File: src/rtl/fifo_rr_drain_pkg.sv
// ---------------------------------------------------------------------------
// fifo_rr_drain_pkg
// Shared sizing constants for the round-robin FIFO drain block.
//   BUF_DEPTH : entries in the output skid buffer (head + tail)
//   CNT_W     : width of the buffer occupancy counter (holds 0..BUF_DEPTH)
//   OCC_W     : width used to evaluate buffered + in-flight - popped, wide
//               enough that the intermediate sum never wraps
// ---------------------------------------------------------------------------
package fifo_rr_drain_pkg;

  localparam int BUF_DEPTH = 2;
  localparam int CNT_W     = 2;
  localparam int OCC_W     = 3;

  // Entries that will be held after this edge if nothing new is issued.
  // pop implies count >= 1, so the subtraction cannot underflow.
  function automatic logic [OCC_W-1:0] occupancyAfter(
    input logic [CNT_W-1:0] count,
    input logic             inflight,
    input logic             pop
  );
    occupancyAfter = OCC_W'(count) + OCC_W'(inflight) - OCC_W'(pop);
  endfunction

endpackage

File: src/rtl/fifo_rr_drain_rr_pick.sv
// ---------------------------------------------------------------------------
// rr_pick
// Combinational rotating-priority selector. The search starts at the source
// just after the previously granted one and wraps around, so the most recent
// winner always has lowest priority.
// Ports:
//   req_i    [NUM_SRC] request vector, bit i belongs to source i
//   last_i   [SRC_W]   index of the previous grant
//   gnt_o    [NUM_SRC] one-hot grant (all zero when nothing requests)
//   gntIdx_o [SRC_W]   binary index of the grant
//   any_o              at least one request present
// ---------------------------------------------------------------------------
module rr_pick #(
  parameter int NUM_SRC = 4,
  parameter int SRC_W   = $clog2(NUM_SRC)
) (
  input  logic [NUM_SRC-1:0] req_i,
  input  logic [SRC_W-1:0]   last_i,
  output logic [NUM_SRC-1:0] gnt_o,
  output logic [SRC_W-1:0]   gntIdx_o,
  output logic               any_o
);

  // Scan last+1, last+2, ... modulo NUM_SRC and take the first requester.
  // Offset NUM_SRC lands back on last itself, so a lone requester that was
  // also the previous winner is still granted.
  always_comb begin
    logic             found;
    int               idx;
    logic [SRC_W-1:0] idxNarrow;
    gnt_o     = '0;
    gntIdx_o  = '0;
    found     = 1'b0;
    idx       = 0;
    idxNarrow = '0;
    for (int k = 1; k <= NUM_SRC; k++) begin
      idx       = (int'(last_i) + k) % NUM_SRC;
      idxNarrow = SRC_W'(idx);
      if (!found && req_i[idxNarrow]) begin
        found            = 1'b1;
        gnt_o[idxNarrow] = 1'b1;
        gntIdx_o         = idxNarrow;
      end
    end
  end

  assign any_o = |req_i;

endmodule

File: src/rtl/fifo_rr_drain.sv
// ---------------------------------------------------------------------------
// fifo_rr_drain
// Round-robin read scheduler sharing one downstream consumer between NUM_SRC
// synchronous-read FIFOs. At most one FIFO is read per cycle; its data comes
// back one cycle later and is captured into a 2-entry output buffer that is
// presented as a ready/valid stream tagged with the source index.
// Ports:
//   clk         clock
//   rst         asynchronous active-high reset
//   fifo_empty  [NUM_SRC]        per-source empty flag
//   fifo_rd_en  [NUM_SRC]        per-source read strobe, one-hot or zero
//   fifo_dout   [NUM_SRC*WIDTH]  per-source read data, source i at [i*WIDTH +: WIDTH]
//   out_valid                    head entry available
//   out_ready                    consumer accepts head entry
//   out_data    [WIDTH]          head entry data
//   out_src     [SRC_W]          head entry source index
// ---------------------------------------------------------------------------
module fifo_rr_drain
  import fifo_rr_drain_pkg::*;
#(
  parameter int WIDTH   = 8,
  parameter int NUM_SRC = 4,
  parameter int SRC_W   = $clog2(NUM_SRC)
) (
  input  logic                     clk,
  input  logic                     rst,
  input  logic [NUM_SRC-1:0]       fifo_empty,
  output logic [NUM_SRC-1:0]       fifo_rd_en,
  input  logic [NUM_SRC*WIDTH-1:0] fifo_dout,
  output logic                     out_valid,
  input  logic                     out_ready,
  output logic [WIDTH-1:0]         out_data,
  output logic [SRC_W-1:0]         out_src
);

  logic [CNT_W-1:0] count_q, count_d;
  logic             inflight_q, inflight_d;
  logic [SRC_W-1:0] inflightSrc_q, inflightSrc_d;
  logic [SRC_W-1:0] last_q, last_d;
  logic [WIDTH-1:0] headData_q, headData_d;
  logic [SRC_W-1:0] headSrc_q, headSrc_d;
  logic [WIDTH-1:0] tailData_q, tailData_d;
  logic [SRC_W-1:0] tailSrc_q, tailSrc_d;

  logic [NUM_SRC-1:0] gnt;
  logic [SRC_W-1:0]   gntIdx;
  logic               anyReq;
  logic               pop;
  logic               issue;
  logic [WIDTH-1:0]   doutArr [NUM_SRC];
  logic [WIDTH-1:0]   capData;

  rr_pick #(
    .NUM_SRC (NUM_SRC),
    .SRC_W   (SRC_W)
  ) uRrPick (
    .req_i    (~fifo_empty),
    .last_i   (last_q),
    .gnt_o    (gnt),
    .gntIdx_o (gntIdx),
    .any_o    (anyReq)
  );

  // Split the flat read-data bus into one word per source.
  always_comb begin
    for (int i = 0; i < NUM_SRC; i++) begin
      doutArr[i] = fifo_dout[i*WIDTH +: WIDTH];
    end
  end

  assign capData   = doutArr[inflightSrc_q];
  assign out_valid = (count_q != '0);
  assign out_data  = headData_q;
  assign out_src   = headSrc_q;
  assign pop       = out_valid && out_ready;

  // Credit check: only read when the entry it returns is guaranteed a slot,
  // counting what is buffered and in flight after this cycle's pop.
  assign issue = (occupancyAfter(count_q, inflight_q, pop) <= OCC_W'(1)) && anyReq;

  // The strobe is forced low while reset is held so the shared FIFOs are not
  // popped during the same event that clears them.
  assign fifo_rd_en = (issue && !rst) ? gnt : '0;

  // Read tracking: remember which source was read so its data is tagged
  // correctly when it arrives next cycle, and advance the RR pointer.
  always_comb begin
    inflight_d    = issue;
    inflightSrc_d = inflightSrc_q;
    last_d        = last_q;
    if (issue) begin
      inflightSrc_d = gntIdx;
      last_d        = gntIdx;
    end
  end

  // Output buffer: head is what the consumer sees, tail holds the second
  // entry. Capture and pop in the same cycle keep the count and preserve
  // order because the new word always goes behind the surviving entry.
  always_comb begin
    count_d    = count_q;
    headData_d = headData_q;
    headSrc_d  = headSrc_q;
    tailData_d = tailData_q;
    tailSrc_d  = tailSrc_q;
    case (count_q)
      CNT_W'(0): begin
        if (inflight_q) begin
          headData_d = capData;
          headSrc_d  = inflightSrc_q;
          count_d    = CNT_W'(1);
        end
      end
      CNT_W'(1): begin
        if (pop && inflight_q) begin
          headData_d = capData;
          headSrc_d  = inflightSrc_q;
        end else if (pop) begin
          count_d = CNT_W'(0);
        end else if (inflight_q) begin
          tailData_d = capData;
          tailSrc_d  = inflightSrc_q;
          count_d    = CNT_W'(2);
        end
      end
      default: begin
        if (pop) begin
          headData_d = tailData_q;
          headSrc_d  = tailSrc_q;
          if (inflight_q) begin
            tailData_d = capData;
            tailSrc_d  = inflightSrc_q;
          end else begin
            count_d = CNT_W'(1);
          end
        end
      end
    endcase
  end

  // State registers. last resets to the highest index so source 0 wins the
  // first arbitration.
  always_ff @(posedge clk or posedge rst) begin
    if (rst) begin
      count_q       <= '0;
      inflight_q    <= 1'b0;
      inflightSrc_q <= '0;
      last_q        <= SRC_W'(NUM_SRC - 1);
      headData_q    <= '0;
      headSrc_q     <= '0;
      tailData_q    <= '0;
      tailSrc_q     <= '0;
    end else begin
      count_q       <= count_d;
      inflight_q    <= inflight_d;
      inflightSrc_q <= inflightSrc_d;
      last_q        <= last_d;
      headData_q    <= headData_d;
      headSrc_q     <= headSrc_d;
      tailData_q    <= tailData_d;
      tailSrc_q     <= tailSrc_d;
    end
  end

endmodule

File: config.mk
export PLATFORM = sky130hd
export DESIGN_NAME = fifo_rr_drain
export DESIGN_NICKNAME = d
export VERILOG_FILES = /design/src/rtl/fifo_rr_drain_pkg.sv /design/src/rtl/fifo_rr_drain_rr_pick.sv /design/src/rtl/fifo_rr_drain.sv
export SDC_FILE = /design/constraint.sdc
export NUM_CORES = 1
export LEC_CHECK = 0
export CAP_MARGIN = 0
export CELL_PAD_IN_SITES_DETAIL_PLACEMENT = 0
export CELL_PAD_IN_SITES_GLOBAL_PLACEMENT = 1
export CORE_MARGIN = 2
export CORE_UTILIZATION = 39
export CTS_BUF_LIST = sky130_fd_sc_hd__clkbuf_16
export DETAILED_ROUTE_END_ITERATION = 10
export GPL_TIMING_DRIVEN = 0
export PLACE_DENSITY_LB_ADDON = 0.1
export SLEW_MARGIN = 20
export SYNTH_ARGS = -nofsm -noshare
export SYNTH_HDL_FRONTEND = slang
export SYNTH_SLANG_ARGS = --single-unit
File: constraint.sdc
create_clock -name clk -period 7.9 [get_ports clk]
set_clock_uncertainty 0.1 [all_clocks]
set_input_delay 1.185 -clock clk [delete_from_list [all_inputs] [get_ports clk]]
set_output_delay 1.185 -clock clk [all_outputs]
set_load 0.02 [all_outputs]
==> impl_metrics.tcl <==
set metrics [dict create \
    gp_congestion 0.7876 \
    p_comb_share_pct 64.2 \
    async_flop_share_pct 100.0 \
    clk_latency_ps 260 \
    arrival_ps 4120 \
    maxCapViolCount 0 \
    worstRegToRegCells 10 \
    cts.clk_slew.worst_paths_ps 60 \
    max_slew_margin_pct 59.70 \
    dr.pass1.iters 4 \
    place_hpwl_mm 3.167 \
    yosys_register_bits 27 \
    r2r_end "last_q[0]$_DFFE_PP1P_" \
    htreeDepth 1 \
    portBuffers 53 \
    min_period_over_period_pct 68.42 \
    post_cts_buffers 0 \
    diodes 0 \
    slew_viol_final 0 \
    cts_tree "built" \
    clock.fmax_ghz 0.1850 \
    wl_mm 4.272 \
    nets 295 \
    cpMaxStageDelayCell "clkdlybuf4s50_1" \
    clockBufferDepth 2 \
    r2r_setup_slack_ps 5080 \
    cts_buffers 3 \
    die_area_um2 5346 \
    rows 25 \
    min_to "tailData_q[5]$_DFFE_PP0P_" \
    wl_per_cell_um 14.24 \
    postRouteAntennaNets 0 \
    coreArea_um2 4661 \
    synth_nets 237 \
    syn_to_final_growth_pct 36.33 \
    crit_fanout 7 \
    r2r_start "count_q[1]$_DFFE_PP0P_" \
    grt_first_pass_wirelength_mm 7.093 \
    drt_first_iter_violations 81 \
    switching_share_pct 42.35 \
    timing.final.crit_period_ps 5405 \
    cp-start-kind "input port" \
    ios 54 \
    synth_edf_count 0 \
    rsz0062_at_grt "false" \
    fillCellCount 438 \
    ir_drop_mv 0.1627 \
    crit_top_cell "nand2_1" \
    setup_violations 0 \
    ctsHoldBuffers 0 \
    syn_inst 189 \
    hold_viol 0 \
    min_from "tailData_q[5]$_DFFE_PP0P_" \
    avgSynthCellArea_um2 9.857 \
    die_y_um 73.12 \
    critPathMaxStageDelay_ps 620 \
    p_per_area_nw_per_um2 410.6 \
    min_path_type "reg2reg" \
    p_clk_share_pct 10.8 \
    syn_area_um2 1863 \
    drive_gt1_share_pct 14.63 \
    cp.required_ps 6610 \
    tightestPinTransition_ps 604.5 \
    status "completed" \
    die_x_um 73.12 \
    end_kind "output pin" \
    cellLeakagePower_nw 1.064 \
    min_path_cells 1 \
    start_util_pct 39.97 \
    num_vias 1598 \
    detail_route.drc_violations 0 \
    post_cts_resized 0 \
    ys_seq_area_share_pct 36.40 \
    yosysUniqueCellTypes 38 \
    seqPwrFrac_pct 24.9 \
    fin_total_pwr_mw 1.043 \
    clock_sinks 27 \
    overflow 0 \
    vias_per_cell 5.327 \
    finalSetupTns_ps 0 \
    p_sw_mw 0.4417 \
    antenna_found_initial 0 \
    crit_type "in2out" \
    crit_chain "clkdlybuf4s50_1 -> nand2_1 -> ha_1 -> ha_1 -> fa_1 -> a41oi_1 -> nand2_1 -> inv_1 -> nand2_1 -> a21oi_1 -> clkdlybuf4s50_1" \
    ys_warn_count 0 \
    root_buffer "clkbuf_16" \
    internal-power_mw 0.6012 \
    grtUsageTotal_pct 17.23 \
    grt_max_degree 29 \
    grt_pass1_vias 1494 \
    synthFlopType "dfrtp_1" \
]
## state kept, by name (all words and copies together) (netlist names)
register,cells
count_q,2
inflightSrc_q,2
inflight_q,1
last_q,2
out_data,8
out_src,2
tailData_q,8
tailSrc_q,2
## logic make-up (layout without fill, tap and decap cells)
family / count (synthesis) / in the layout / synth area share [%]
DFF: 27 / 27 / 36.40
AOI/OAI and AO/OA: 42 / 42 / 13.90
muxes: 28 / 28 / 22.43
buffers and inverters: 24 / 81 / 5.574
adders and majority gates: 9 / 9 / 6.448
xor gates and xnor gates: 2 / 2 / 0.9404
and+or+nand+nor: 57 / 57 / 14.31
## synth_stat cells (3+ instances only)
master | instances | area (um^2)
nand2_1 | 30 | 112.6
dfrtp_1 | 25 | 625.6
nor2_1 | 13 | 48.80
inv_1 | 11 | 41.29
a21oi_1 | 10 | 50.05
mux2_2 | 10 | 112.6
mux4_2 | 10 | 225.2
a31oi_1 | 8 | 50.05
ha_1 | 8 | 100.1
mux2i_1 | 8 | 80.08
clkbuf_1 | 7 | 26.28
buf_2 | 5 | 25.02
o21ai_1 | 5 | 25.02
o22ai_1 | 5 | 31.28
nor3b_1 | 3 | 22.52
o21ai_0 | 3 | 15.01
## per-stage QoR
step           setup slack [ps]  hold slack [ps]  utilization [%]  instance area (um^2)  instances
5_1_grt                    2269            425.9            54.50                  2540        300
4_1_cts                    2424            410.0            54.50                  2540        300
3_3_place_gp               2431            387.6            52.81                  2461        296
6_report                   2495            408.5            54.50                  2540        300
2_1_floorplan              3629            379.2                -                  1863        189
3_5_place_dp               2447            394.3            52.81                  2461        296
## routing by layer
metal | vias up | GRT usage [%] | part of all wire [%]
met5 | - | 0 | 0
met4 | 0 | 3.292 | 0.37
met3 | 2 | 4.006 | 5.2
met2 | 47 | 27.23 | 48
met1 | 760 | 24.34 | 46
li1 | 789 | - | -
## layout make-up
type                            instances  area, um^2  share of cell area, %
Tap cell                               54       67.56                  2.660
Clock inverter                          1       3.754                 0.1478
Sequential cell                        27       678.2                  26.70
Inverter                               11       41.29                  1.626
Clock buffer                            3       75.07                  2.956
Timing Repair Buffer                   53       530.5                  20.89
Buffer                                 13       62.56                  2.463
Multi-Input combinational cell        138        1081                  42.56
## critical path: cells and delay by family
kind	cells	cell delay [ps]
buffers and inverters	3	1260
adder cells (fa/ha/maj)	3	910
AND/OR/NAND/NOR	3	410
AO/OA/AOI/OAI	2	350
## worst max path at each step
stage / start / to / slack (ps) / cells past startpoint
floorplan: out_ready / fifo_rd_en[0] / 3630 / 9
global placement: out_ready / fifo_rd_en[3] / 2430 / 11
detailed placement: out_ready / fifo_rd_en[0] / 2450 / 11
CTS: out_ready / fifo_rd_en[0] / 2420 / 11
global route: out_ready / fifo_rd_en[0] / 2270 / 11
finish: out_ready / fifo_rd_en[0] / 2490 / 11
## layout by cell type, fill, tap and decap left out, types with 2 or more instances in the layout
cell type | synthesis | final
ha_1 | 8 | 8
mux4_2 | 10 | 10
clkbuf_1 | 7 | 7
nand3_1 | 2 | 2
o22ai_1 | 5 | 5
buf_2 | 5 | 5
a31oi_1 | 8 | 8
dfstp_2 | 2 | 2
nand2_1 | 30 | 30
mux2_2 | 10 | 10
o211ai_1 | 2 | 2
inv_1 | 11 | 11
mux2i_1 | 8 | 8
o21ai_0 | 3 | 3
clkbuf_16 | 0 | 3
a21o_1 | 2 | 2
o21ai_1 | 5 | 5
nor3b_1 | 3 | 3
a21oi_1 | 10 | 10
or2_2 | 2 | 2
dfrtp_1 | 25 | 25
clkdlybuf4s50_1 | 0 | 53
nor2_1 | 13 | 13
and3b_1 | 2 | 2
## power by group through the flow
stage               Combinational (mW)  Clock (mW)  Sequential [mW]
detailed placement               0.673           0            0.263
CTS                              0.677       0.117            0.261
floorplan                        0.449           0            0.287
global route                     0.748       0.120            0.271
global placement                 0.671           0            0.261
finish                           0.670       0.113            0.260
Note: power is estimated with default switching activity, not from simulation.
